$ cat src/rtl/regfile_pkg.sv
// regfile_pkg: shared defaults for the multi-port register file.
//   DEFAULT_WIDTH    - data width of one register
//   DEFAULT_DEPTH    - number of registers (power of two, >= 2)
//   DEFAULT_NUM_READ - number of combinational read ports (1..4)
//   reg_data_t       - one register word at the default width
package regfile_pkg;

  localparam int DEFAULT_WIDTH    = 8;
  localparam int DEFAULT_DEPTH    = 8;
  localparam int DEFAULT_NUM_READ = 2;

  typedef logic [DEFAULT_WIDTH-1:0] reg_data_t;

endpackage

$ cat src/rtl/regfile_scoreboard.sv
// regfile_scoreboard: per-register busy tracking for issue logic.
// Ports:
//   clk, rst_n          - clock, asynchronous active-low reset
//   write_enable        - writeback strobe; clears busy[write_reg]
//   write_reg           - writeback address
//   reserve_enable      - request to mark reserve_reg busy
//   reserve_reg         - register to reserve
//   busy                - full busy vector (read by the top-level read muxes)
//   reserve_ok          - combinational: reservation accepted this cycle
//   busy_count          - registered count of busy registers, 0..DEPTH
module regfile_scoreboard
  import regfile_pkg::*;
#(
  parameter  int DEPTH    = DEFAULT_DEPTH,
  parameter  int ZERO_REG = 0,
  localparam int AW       = $clog2(DEPTH)
) (
  input  logic          clk,
  input  logic          rst_n,
  input  logic          write_enable,
  input  logic [AW-1:0] write_reg,
  input  logic          reserve_enable,
  input  logic [AW-1:0] reserve_reg,
  output logic [DEPTH-1:0] busy,
  output logic          reserve_ok,
  output logic [AW:0]   busy_count
);

  localparam logic [AW:0] ONE = 1;

  logic reserve_zero;
  logic write_zero;
  logic write_same;
  logic write_clear;
  logic count_inc;
  logic count_dec;

  assign reserve_zero = (ZERO_REG != 0) && (reserve_reg == '0);
  assign write_zero   = (ZERO_REG != 0) && (write_reg == '0);
  assign write_same   = write_enable && (write_reg == reserve_reg);

  // A busy register can be re-reserved only when its producer writes back
  // in the same cycle (the new reservation takes over).
  assign reserve_ok  = reserve_enable && (!busy[reserve_reg] || write_same) && !reserve_zero;
  assign write_clear = write_enable && !write_zero;

  // The count moves only when the population of busy bits really changes:
  // a write that clears a register which is immediately re-reserved leaves
  // it busy, so that case is not a decrement.
  assign count_inc = reserve_ok && !busy[reserve_reg];
  assign count_dec = write_clear && busy[write_reg] && !(reserve_ok && write_same);

  // NOTE: sequential state uses non-blocking assignments only; the two
  // updates of busy below are ordered so the reserve (written last) wins.
  always_ff @(posedge clk or negedge rst_n) begin
    if (!rst_n) begin
      busy       <= '0;
      busy_count <= '0;
    end else begin
      if (write_clear) busy[write_reg]   <= 1'b0;
      if (reserve_ok)  busy[reserve_reg] <= 1'b1;
      if (count_inc && !count_dec)      busy_count <= busy_count + ONE;
      else if (count_dec && !count_inc) busy_count <= busy_count - ONE;
    end
  end

endmodule

$ cat src/rtl/regfile_mp.sv
// regfile_mp: DEPTH x WIDTH register file with NUM_READ combinational read
// ports, one synchronous write port and an integrated busy scoreboard.
// Optional build macro: REGFILE_BYPASS_EN enables same-cycle write-to-read
// forwarding (default: reads reflect registered state only).
// Ports:
//   clk, rst_n      - clock, asynchronous active-low reset
//   read_reg        - NUM_READ packed read addresses (port p at [p*AW +: AW])
//   read_data       - NUM_READ packed read words (port p at [p*WIDTH +: WIDTH])
//   read_busy       - busy bit of each addressed register
//   write_enable    - writeback strobe
//   write_reg       - writeback address
//   write_data      - writeback data
//   reserve_enable  - request to mark reserve_reg busy
//   reserve_reg     - register to reserve
//   reserve_ok      - combinational: reservation accepted this cycle
//   busy_count      - registered number of busy registers
module regfile_mp
  import regfile_pkg::*;
#(
  parameter  int WIDTH    = DEFAULT_WIDTH,
  parameter  int DEPTH    = DEFAULT_DEPTH,
  parameter  int NUM_READ = DEFAULT_NUM_READ,
  parameter  int ZERO_REG = 0,
  localparam int AW       = $clog2(DEPTH)
) (
  input  logic                   clk,
  input  logic                   rst_n,
  input  logic [NUM_READ*AW-1:0] read_reg,
  output logic [NUM_READ*WIDTH-1:0] read_data,
  output logic [NUM_READ-1:0]    read_busy,
  input  logic                   write_enable,
  input  logic [AW-1:0]          write_reg,
  input  logic [WIDTH-1:0]       write_data,
  input  logic                   reserve_enable,
  input  logic [AW-1:0]          reserve_reg,
  output logic                   reserve_ok,
  output logic [AW:0]            busy_count
);

  logic [WIDTH-1:0] regs [DEPTH];
  logic [DEPTH-1:0] busy;
  logic             write_accept;

  // Writes to a hardwired zero register are dropped entirely.
  assign write_accept = write_enable && !((ZERO_REG != 0) && (write_reg == '0));

  regfile_scoreboard #(
    .DEPTH    (DEPTH),
    .ZERO_REG (ZERO_REG)
  ) u_scoreboard (
    .clk            (clk),
    .rst_n          (rst_n),
    .write_enable   (write_enable),
    .write_reg      (write_reg),
    .reserve_enable (reserve_enable),
    .reserve_reg    (reserve_reg),
    .busy           (busy),
    .reserve_ok     (reserve_ok),
    .busy_count     (busy_count)
  );

  // NOTE: the data array is reset on purpose (reads must return zero after
  // reset), so it is built from flops rather than an inferred RAM.
  always_ff @(posedge clk or negedge rst_n) begin
    if (!rst_n) begin
      for (int i = 0; i < DEPTH; i++) regs[i] <= '0;
    end else if (write_accept) begin
      regs[write_reg] <= write_data;
    end
  end

  for (genvar p = 0; p < NUM_READ; p++) begin : g_read
    logic [AW-1:0] addr;
    assign addr = read_reg[p*AW +: AW];
`ifdef REGFILE_BYPASS_EN
    // Forwarded data is fresh, so the port is not busy unless a reserve
    // accepted this same cycle claims the register again.
    logic fwd;
    assign fwd = write_accept && (addr == write_reg);
    assign read_data[p*WIDTH +: WIDTH] = fwd ? write_data : regs[addr];
    assign read_busy[p] = fwd ? (reserve_ok && (reserve_reg == write_reg)) : busy[addr];
`else
    assign read_data[p*WIDTH +: WIDTH] = regs[addr];
    assign read_busy[p] = busy[addr];
`endif
  end

endmodule

$ cat config.mk
export PLATFORM = sky130hd
export DESIGN_NAME = regfile_mp
export DESIGN_NICKNAME = d
export VERILOG_FILES = /design/src/rtl/regfile_pkg.sv /design/src/rtl/regfile_scoreboard.sv /design/src/rtl/regfile_mp.sv
export SDC_FILE = /design/constraint.sdc
export NUM_CORES = 1
export LEC_CHECK = 0
export CAP_MARGIN = 20
export CORE_ASPECT_RATIO = 0.5
export CORE_UTILIZATION = 57
export DETAILED_ROUTE_END_ITERATION = 10
export PLACE_DENSITY = 0.8
export SYNTH_ARGS = -nofsm -noshare
export SYNTH_HDL_FRONTEND = slang
export SYNTH_SLANG_ARGS = --single-unit
$ cat constraint.sdc
create_clock -name clk -period 2.65 [get_ports clk]
set_input_delay 0.265 -clock clk [delete_from_list [all_inputs] [get_ports clk]]
set_output_delay 0.265 -clock clk [all_outputs]
set_load 0.02 [all_outputs]
==> flow_metrics.py, run 1 <==
metrics = {
    "layout": {
        "final_cell_area_sq_um": 5520,
        "mostFrequentLayoutCells": "sky130_fd_sc_hd__mux2_2, sky130_fd_sc_hd__dfrtp_1, sky130_fd_sc_hd__mux4_2, sky130_fd_sc_hd__clkdlybuf4s50_1, sky130_fd_sc_hd__buf_4",
        "antennaDiodeCount": 0,
        "multiInputGateArea_sq_um": 2330,
        "finish.net_count": 392,
        "post_route_cells_drive_above_1_share_pct": 52.6,
        "layout.filler_cells": 446,
        "syn_to_final_growth_pct": 26.1,
        "register_area_sq_um": 1900,
        "finalCoreUtilization_pct": 74.8,
        "commonest_non_fill_non_tap_cell_in_the_layout": "sky130_fd_sc_hd__mux2_2",
    },
    "drt": {
        "detail_route.first_pass.iterations": 4,
        "post_drt_wl_per_cell_microns": 22.5,
        "route.antenna.remaining_nets": 0,
        "drcViolationCount": 0,
        "total_vias_in_the_final_route": 2957,
        "wire_length_after_detailed_routing_mm": 10.4,
        "drt_first_iter_violations": 139,
        "route.detailed.vias_per_inst": 6.36,
    },
    "sta": {
        "final-setup-viol-count": 0,
        "holdWs_ps": -5.94,
        "timing.final.max_slew_violations": 0,
        "fmax_mhz": 386,
        "timing.clock.skew_ps": 4.02,
        "rsz0062_at_grt": "false",
        "timing_worst_slew_pin_value_ps": 755,
        "fin_tns_setup_ps": 0,
        "final_period_minus_worst_setup_slack_ps": 2590,
        "finalHoldViolCount": 6,
        "timing.final.crit_share_pct": 97.7,
        "max-slew-margin-rel_pct": 49.7,
    },
    "run_status": {
        "violations": "hold timing",
        "run_status": "finished with violations",
    },
    "job": {
        "cap_violations": 0,
    },
    "global_route": {
        "initial_antenna_violation_count": 0,
        "grt_first_pass_wirelength_mm": 16.9,
        "grt_util_all_layers_pct": 29.0,
        "grt_busiest_layer": "met2",
        "grt_max_degree": 33,
        "grt.met1_usage_pct": 38.2,
        "grt_use_met2_pct": 46.6,
        "global_route.usage.met3_pct": 7.12,
        "number_of_global_route_vias_before_repair": 3195,
        "globalRoute.totalOverflow": 0,
    },
    "clocking": {
        "path_clk_slew_ps": 60,
        "clock_tree.htree_level_count": 3,
        "cts.sinks": 76,
        "clock_insertion_delay_at_the_later_pin_of_the_skew_report_ps": 340,
        "cts_buffer_depth": 2,
        "cts_root_buffer": "sky130_fd_sc_hd__clkbuf_16",
        "tritoncts": "done",
        "cts_inserted_buffers": 9,
    },
    "yosys": {
        "synth_enable_flop_cells": 0,
        "post_synth_arst_share_pct": 100,
        "synth_top_cell_by_area": "sky130_fd_sc_hd__dfrtp_1",
        "dominantRegCellSynth": "sky130_fd_sc_hd__dfrtp_1",
        "synth.yosys.warnings": 0,
        "syn_area_sq_um": 4370,
        "synthDistinctLibCells": 38,
        "ys_ff_latch": 76,
        "synth_fp_nets": 313,
        "synth_seq_area_share_pct": 43.5,
        "syn-instance-count": 285,
        "yosysTopAreaCellShare_pct": 43.5,
        "post_synth.cell_area_avg_sq_um": 15.3,
        "leading_cell_types_by_total_area_after_synthesis": "sky130_fd_sc_hd__dfrtp_1, sky130_fd_sc_hd__mux2_2, sky130_fd_sc_hd__mux4_2",
    },
    "setup_path": {
        "cp_buf_inv_count": 3,
        "critical_path.top_delay_family": "buffers and inverters",
        "required_ps": 2380,
        "critical_path.max_stage_delay_ps": 540,
        "critPathKind": "primary input to output port",
        "crit_path_end_kind": "output port",
        "ff2ff_path_depth": 11,
        "timing.critical_path.depth": 5,
        "timing.critical_path.fanout_max": 18,
        "crit_path_cell_chain": "clkdlybuf4s50_1 -> buf_12 -> mux4_2 -> mux2_2 -> clkdlybuf4s50_1",
        "critPathLaunchType": "primary input",
        "data_arrival_time_of_the_critical_path_ps": 2320,
        "critical-path-top-cell-by-count": "sky130_fd_sc_hd__clkdlybuf4s50_1",
        "crit_slowest_cell": "sky130_fd_sc_hd__clkdlybuf4s50_1",
    },
    "place": {
        "detailed_place.area_sq_um": 5170,
        "port_buffers": 46,
        "globalplace.congestion": 0.978,
        "detailed_place_hpwl_mm": 6.90,
    },
    "floorplan": {
        "die_width_microns": 126,
        "i_o_pin_total": 47,
        "core_area_sq_um": 7380,
        "dieArea_sq_um": 8050,
        "die_y_microns": 63.9,
        "initial_core_utilization_pct": 59.3,
        "floorplan.rows": 22,
    },
    "pwr": {
        "worst_ir_drop_vdd_mv": 0.471,
        "leakagePower_nw": 2.31,
        "powerDensity_nw_per_um2": 808,
        "p_total_mw": 4.46,
    },
    "worst_hold_path": {
        "worst_hold_path_type": "primary input to asynchronous set/reset pin",
    },
}
## power by group
group / internal, mW / switching, mW
Combinational: 0.867 / 0.564
Clock: 0.829 / 0.501
Sequential: 1.44 / 0.252
## flip-flops by register name, summed over array words and instances, names as in the netlist
| register | flops |
|---|---|
| regs | 64 |
| u_scoreboard.busy | 8 |
| u_scoreboard.busy_count | 4 |
## cell families after synthesis
family / after synthesis / synth area share, %
AOI/OAI and AO/OA: 21 / 4.32
xor gates and xnor gates: 5 / 1.00
adders and majority gates: 4 / 1.32
buffers and inverters: 24 / 3.29
DFF: 76 / 43.5
muxes: 125 / 41.9
and+or+nand+nor: 30 / 4.69
## cells in the mapped netlist, types with 3 or more instances
cell type	instances
sky130_fd_sc_hd__mux2_2	85
sky130_fd_sc_hd__dfrtp_1	76
sky130_fd_sc_hd__mux4_2	38
sky130_fd_sc_hd__nand2_1	12
sky130_fd_sc_hd__buf_2	7
sky130_fd_sc_hd__buf_6	6
sky130_fd_sc_hd__inv_1	6
sky130_fd_sc_hd__a21oi_1	4
sky130_fd_sc_hd__ha_1	3
sky130_fd_sc_hd__nand3_1	3
sky130_fd_sc_hd__o31ai_1	3
sky130_fd_sc_hd__o41ai_1	3
sky130_fd_sc_hd__xnor2_1	3
## worst paths after layout
kind,from,endpoint,slack [ps]
worst max-delay path,read_reg[3],read_data[13],60
worst min-delay path,rst_n,u_scoreboard.busy[3],-6
worst max register to register,u_scoreboard.busy[3],u_scoreboard.busy_count[3],170
worst min register to register,u_scoreboard.busy_count[3],u_scoreboard.busy_count[3],490
max in group asynchronous,rst_n,regs[46],1920
min in group clk,u_scoreboard.busy_count[3],u_scoreboard.busy_count[3],490
## stage by stage
| step | cells | worst slack [ps] |
|---|---|---|
| 5_1_grt | 465 | 0.203 |
| 2_1_floorplan | 285 | 150 |
| 4_1_cts | 465 | 12.0 |
| 3_3_place_gp | 449 | -267 |
| 3_5_place_dp | 449 | -395 |
| 6_report | 465 | 60.8 |
## metal layers
| metal | wire length [microns] | up-vias |
|---|---|---|
| li1 | - | 1276 |
| met1 | 4440 | 1555 |
| met2 | 5190 | 102 |
| met3 | 582 | 24 |
| met4 | 228 | 0 |
| met5 | 0 | - |
## final cells by class
| class | instances | share of cell area (%) |
|---|---|---|
| Clock buffer | 9 | 4.08 |
| Clock inverter | 7 | 1.77 |
| Inverter | 7 | 0.476 |
| Multi-Input combinational cell | 185 | 42.3 |
| Sequential cell | 76 | 34.5 |
| Tap cell | 96 | 2.18 |
| Timing Repair Buffer | 85 | 14.7 |
## repair_timing
action / CTS / global route
hold buffers: 0 / 0
gates resized for setup: 2 / 9
setup buffers: 0 / 0
endpoints found under the setup margin: 2 / 6
pin swaps: 0 / 1
## worst reg2reg max path, stage by stage, from the launching register on
cell	delay (ps)
sky130_fd_sc_hd__dfrtp_1	430
sky130_fd_sc_hd__mux4_2	490
sky130_fd_sc_hd__nand2_1	90
sky130_fd_sc_hd__a21oi_1	40
sky130_fd_sc_hd__o21ai_1	140
sky130_fd_sc_hd__ha_2	200
sky130_fd_sc_hd__inv_1	70
sky130_fd_sc_hd__ha_1	270
sky130_fd_sc_hd__a21o_1	170
sky130_fd_sc_hd__a21oi_2	140
sky130_fd_sc_hd__mux2i_1	230
sky130_fd_sc_hd__xnor2_1	130
No activity file was read; power rests on OpenSTA's default activity.
==> run 2: changes to the inputs <==
MAX_ROUTING_LAYER = met4   (was not set)
RECOVER_POWER = 50   (was not set)
==> flow_metrics.py, run 2 (synthesis results as in run 1) <==
metrics = {
    "run_status": {
        "run_status": "finished with violations",
        "violations": "capacitance limit, slew limit",
    },
    "floorplan": {
        "i_o_pin_total": 47,
        "floorplan.rows": 22,
        "core_area_sq_um": 7380,
        "die_width_microns": 126,
        "die_y_microns": 63.9,
        "dieArea_sq_um": 8050,
        "initial_core_utilization_pct": 59.3,
    },
    "drt": {
        "route.detailed.vias_per_inst": 6.33,
        "wire_length_after_detailed_routing_mm": 10.4,
        "drcViolationCount": 0,
        "route.antenna.remaining_nets": 0,
        "drt_first_iter_violations": 216,
        "detail_route.first_pass.iterations": 6,
        "post_drt_wl_per_cell_microns": 22.4,
        "total_vias_in_the_final_route": 2942,
    },
    "sta": {
        "fmax_mhz": 386,
        "max-slew-margin-rel_pct": -18.9,
        "timing_worst_slew_pin_value_ps": 1780,
        "final_period_minus_worst_setup_slack_ps": 2590,
        "finalHoldViolCount": 0,
        "timing.clock.skew_ps": 1.74,
        "rsz0062_at_grt": "false",
        "timing.final.max_slew_violations": 34,
        "final-setup-viol-count": 0,
        "timing.final.crit_share_pct": 97.7,
    },
    "setup_path": {
        "crit_path_end_kind": "output port",
        "critical-path-top-cell-by-count": "sky130_fd_sc_hd__clkdlybuf4s50_1",
        "critical_path.top_delay_family": "buffers and inverters",
        "crit_path_cell_chain": "clkdlybuf4s50_1 -> buf_12 -> mux4_2 -> mux2_2 -> clkdlybuf4s50_1",
        "cp_buf_inv_count": 3,
        "timing.critical_path.fanout_max": 18,
        "critical_path.max_stage_delay_ps": 550,
        "data_arrival_time_of_the_critical_path_ps": 2320,
        "critPathLaunchType": "primary input",
        "critPathKind": "primary input to output port",
        "required_ps": 2380,
        "crit_slowest_cell": "sky130_fd_sc_hd__clkdlybuf4s50_1",
    },
    "layout": {
        "finish.net_count": 393,
        "post_route_cells_drive_above_1_share_pct": 51.8,
        "mostFrequentLayoutCells": "sky130_fd_sc_hd__mux2_2, sky130_fd_sc_hd__dfrtp_1, sky130_fd_sc_hd__mux4_2",
        "max_reg_flops": 64,
        "syn_to_final_growth_pct": 25.4,
        "layout_top_registers": "regs (64), u_scoreboard.busy (8), u_scoreboard.busy_count (4)",
        "final-instance-count-excl-fill": 465,
        "commonest_non_fill_non_tap_cell_in_the_layout": "sky130_fd_sc_hd__mux2_2",
        "finalCoreUtilization_pct": 74.4,
        "antennaDiodeCount": 0,
        "regMostFlops": "regs",
    },
    "pwr": {
        "pwr-share-clk_pct": 27.8,
        "power_report.internal_total_mw": 3.03,
        "powerDensity_nw_per_um2": 790,
        "worst_ir_drop_vdd_mv": 0.498,
        "power_switching_mw": 1.30,
        "seq_power_share_pct": 39.0,
        "leakagePower_nw": 2.35,
        "p_sw_share_pct": 30.0,
        "comb_power_share_pct": 33.2,
    },
    "clocking": {
        "cts_setup_buffers": 0,
        "tritoncts": "done",
        "cts_root_buffer": "sky130_fd_sc_hd__clkbuf_16",
        "clock_tree.htree_level_count": 3,
        "cts_inserted_buffers": 9,
        "cts_buffer_depth": 2,
        "cts.sinks": 76,
        "clock_insertion_delay_at_the_later_pin_of_the_skew_report_ps": 340,
        "path_clk_slew_ps": 50,
    },
    "job": {
        "cap_violations": 1,
    },
    "place": {
        "post-place-cells": 450,
        "detailed_place_hpwl_mm": 6.77,
        "port_buffers": 46,
        "globalplace.congestion": 0.825,
    },
    "global_route": {
        "grt_util_all_layers_pct": 29.8,
        "number_of_global_route_vias_before_repair": 3158,
        "grt_max_degree": 34,
        "grt_first_pass_wirelength_mm": 16.8,
        "globalRoute.totalOverflow": 0,
        "initial_antenna_violation_count": 0,
    },
    "worst_hold_path": {
        "worst_hold_path_type": "primary input to asynchronous set/reset pin",
    },
}
-- run 2: repair_timing --
action                     in CTS  in global routing
gates resized for setup         2                 15
hold buffers                    0                  0
setup endpoints to repair       2                 11
-- run 2: worst reg2reg max path: cells and delay by family (launching register included) --
kind,cells,cell delay [ps]
AO/OA/AOI/OAI,3,360
XOR/XNOR,1,140
adder cells (fa/ha/maj),2,500
buffers and inverters,2,200
flip-flops,1,440
multiplexers,2,710
AND/OR/NAND/NOR,1,80
-- run 2: path summary, 6_finish.rpt --
kind,start,endpoint,slack [ps],cells after the start
worst max-delay path,read_reg[3],read_data[15],60,5
worst min-delay path,rst_n,u_scoreboard.busy[4],400,1
worst max register to register,u_scoreboard.busy[3],u_scoreboard.busy_count[3],160,11
worst min register to register,u_scoreboard.busy_count[3],u_scoreboard.busy_count[3],480,1
max in group asynchronous,rst_n,regs[30],830,2
min in group clk,u_scoreboard.busy_count[3],u_scoreboard.busy_count[3],480,1
-- run 2: area by class of cell --
class                           instances  area (sq um)
Fill cell                             471          1890
Sequential cell                        76          1910
Multi-Input combinational cell        185          2330
Clock inverter                          6          65.1
Inverter                                7          26.3
Timing Repair Buffer                   86           811
Clock buffer                            9           225
Tap cell                               96           120
-- run 2: power groups by stage --
stage                     registers [mW]  clock network, mW  logic (mW)
final                               1.69               1.20        1.44
after floorplan                     1.65                  0       0.923
after global routing                1.73               1.28        1.54
after CTS                           1.68               1.22        1.45
after detailed placement            1.69                  0        1.44
after global placement              1.66                  0        1.39
-- run 2: through the flow --
stage | hold WS [ps] | instance area [sq um] | TNS (ps) | setup WS, ps | total power [mW]
CTS | 11.6 | 5470 | 0 | 4.00 | 4.36
finish | 398 | 5490 | 0 | 61.4 | 4.33
detailed placement | 372 | 5180 | -1010 | -404 | 3.14
global route | 521 | 5490 | 0 | 1.67 | 4.55
floorplan | -30.6 | 4370 | 0 | 150 | 2.57
global placement | 358 | 5180 | -579 | -230 | 3.05
-- run 2: per-layer routing --
layer  wire (microns)  vias up  share of wire, %  GRT usage (%)
met1             4400     1543                42           37.0
li1                 -     1279                 -              -
met2             5220       99                50           48.8
met5                0        -                 0              -
met4              190        0               1.8           8.43
met3              633       21               6.1           7.96
==> run 3: changes to the inputs <==
CORE_UTILIZATION = 64   (was 57)
DONT_BUFFER_PORTS = 1   (was not set)
GPL_ROUTABILITY_DRIVEN = 0   (was not set)
==> flow_metrics.py, run 3 (synthesis results as in run 1) <==
metrics = {
    "setup_path": {
        "crit_slowest_cell": "sky130_fd_sc_hd__mux4_2",
        "critical_path.top_delay_family": "multiplexers",
        "required_ps": 2910,
        "critPathLaunchType": "flip-flop",
        "critical_path.max_stage_delay_ps": 480,
        "critPathKind": "flip-flop to flip-flop",
        "crit_path_cell_chain": "mux4_2 -> nand2_1 -> a21oi_1 -> o21ai_1 -> ha_2 -> inv_1 -> ha_1 -> a21o_1 -> a21oi_2 -> mux2i_2 -> xnor2_1",
        "reg2reg_slack_ps": 120,
        "timing.critical_path.fanout_max": 5,
        "data_arrival_time_of_the_critical_path_ps": 2790,
        "cp_buf_inv_count": 1,
        "crit_path_end_kind": "flip-flop",
    },
    "global_route": {
        "grt_first_pass_wirelength_mm": 14.8,
        "grt_util_all_layers_pct": 30.0,
        "number_of_global_route_vias_before_repair": 2764,
        "initial_antenna_violation_count": 0,
        "globalRoute.totalOverflow": 0,
        "grt_max_degree": 77,
    },
    "worst_hold_path": {
        "worst_hold_path_type": "primary input to flip-flop",
    },
    "floorplan": {
        "die_y_microns": 60.5,
        "core_area_sq_um": 6330,
        "initial_core_utilization_pct": 69.1,
        "dieArea_sq_um": 7190,
        "i_o_pin_total": 47,
        "die_width_microns": 119,
        "floorplan.rows": 20,
    },
    "drt": {
        "route.detailed.vias_per_inst": 6.98,
        "drcViolationCount": 0,
        "detail_route.first_pass.iterations": 4,
        "drt_first_iter_violations": 182,
        "wire_length_after_detailed_routing_mm": 9.52,
        "post_drt_wl_per_cell_microns": 25.2,
        "route.antenna.remaining_nets": 0,
        "total_vias_in_the_final_route": 2630,
    },
    "clocking": {
        "cts.sinks": 76,
        "cts_inserted_buffers": 9,
        "cts_buffer_depth": 2,
        "cts_root_buffer": "sky130_fd_sc_hd__clkbuf_16",
        "clock_insertion_delay_at_the_later_pin_of_the_skew_report_ps": 340,
        "clock_tree.htree_level_count": 3,
        "path_clk_slew_ps": 60,
        "tritoncts": "done",
    },
    "sta": {
        "finalHoldViolCount": 0,
        "timing.clock.skew_ps": 6.71,
        "max-slew-margin-rel_pct": -26.0,
        "timing_worst_slew_pin_value_ps": 1890,
        "fin_ws_ps": 118,
        "final-setup-viol-count": 0,
        "final_period_minus_worst_setup_slack_ps": 2530,
        "timing.final.crit_share_pct": 95.6,
        "timing.final.max_slew_violations": 77,
        "fmax_mhz": 395,
    },
    "place": {
        "post-place-cells": 358,
        "detailed_place_hpwl_mm": 6.02,
        "port_buffers": 0,
        "place_ws_ps": 105,
    },
    "layout": {
        "finish.net_count": 312,
        "syn_to_final_growth_pct": 6.86,
        "commonest_non_fill_non_tap_cell_in_the_layout": "sky130_fd_sc_hd__mux2_2",
        "mostFrequentLayoutCells": "sky130_fd_sc_hd__mux2_2, sky130_fd_sc_hd__dfrtp_1, sky130_fd_sc_hd__mux4_2",
        "antennaDiodeCount": 0,
        "max_reg_flops": 64,
        "final-instance-count-excl-fill": 377,
        "layout_top_registers": "regs (64), u_scoreboard.busy (8), u_scoreboard.busy_count (4)",
        "finalCoreUtilization_pct": 73.8,
        "regMostFlops": "regs",
        "post_route_cells_drive_above_1_share_pct": 53.6,
    },
    "run_status": {
        "violations": "capacitance limit, slew limit",
        "run_status": "finished with violations",
    },
    "pwr": {
        "leakagePower_nw": 1.86,
        "p_total_mw": 3.89,
        "worst_ir_drop_vdd_mv": 0.460,
        "powerDensity_nw_per_um2": 832,
    },
    "job": {
        "cap_violations": 1,
    },
}
==> run 3: cell count changes in the layout (fill, tap and decap cells not counted), sizes merged <==
cell | previous run | this run
clkinv | 3 | 4
clkdlybuf4s50 | 32 | 0
dlygate4sd2 | 2 | 0
buf | 35 | 1
bufinv | 1 | 0
clkbuf | 15 | 12
clkinvlp | 1 | 2
dlymetal6s2s | 10 | 0
==> run 3: final cells by class <==
cell class	count	area [sq um]
Clock buffer	9	225
Clock inverter	7	51.3
Fill cell	411	1660
Inverter	7	26.3
Multi-Input combinational cell	185	2330
Sequential cell	76	1900
Tap cell	88	110
Timing Repair Buffer	5	30.0
==> run 3: repair_timing <==
action                                 CTS  global route
gates resized for setup                  0             6
setup endpoints to repair                0             1
buffers inserted                         0             1
endpoints found under the hold margin   76             0
hold buffers                             2             0
==> run 3: final timing paths <==
path                                               to  cells after the start            startpoint
min reg2reg                                   regs[7]                      1               regs[7]
min                              u_scoreboard.busy[3]                      1        reserve_reg[2]
max                        u_scoreboard.busy_count[3]                     11  u_scoreboard.busy[7]
max in group asynchronous  u_scoreboard.busy_count[2]                      2                 rst_n
max reg2reg                u_scoreboard.busy_count[3]                     11  u_scoreboard.busy[7]
min in group asynchronous                    regs[44]                      2                 rst_n
==> run 3: through the flow <==
stage,hold slack [ps],setup TNS [ps],area [sq um]
after global placement,-29.2,0,4380
after floorplan,-30.6,0,4370
after CTS,21.9,0,4700
after global routing,31.1,-5.80,4670
after detailed placement,-29.7,0,4380
final,27.1,0,4670
==> run 3: where the power goes <==
part	internal, mW	switching (mW)
registers	1.44	0.269
clock network	0.636	0.493
logic	0.617	0.432
==> run 3: per-layer routing <==
metal	vias up	GRT usage, %	wire (microns)
met5	-	-	0
met4	0	9.04	102
met3	12	8.36	536
met2	85	49.5	4740
met1	1420	37.2	4130
li1	1113	-	-
==> run 3: worst register-to-register path: stages (launching register included) <==
cell and delay [ps]:
sky130_fd_sc_hd__dfrtp_1 420, sky130_fd_sc_hd__mux4_2 480, sky130_fd_sc_hd__nand2_1 80, sky130_fd_sc_hd__a21oi_1 40, sky130_fd_sc_hd__o21ai_1 160, sky130_fd_sc_hd__ha_2 200
sky130_fd_sc_hd__inv_1 90, sky130_fd_sc_hd__ha_1 280, sky130_fd_sc_hd__a21o_1 170, sky130_fd_sc_hd__a21oi_2 150, sky130_fd_sc_hd__mux2i_2 250, sky130_fd_sc_hd__xnor2_1 140
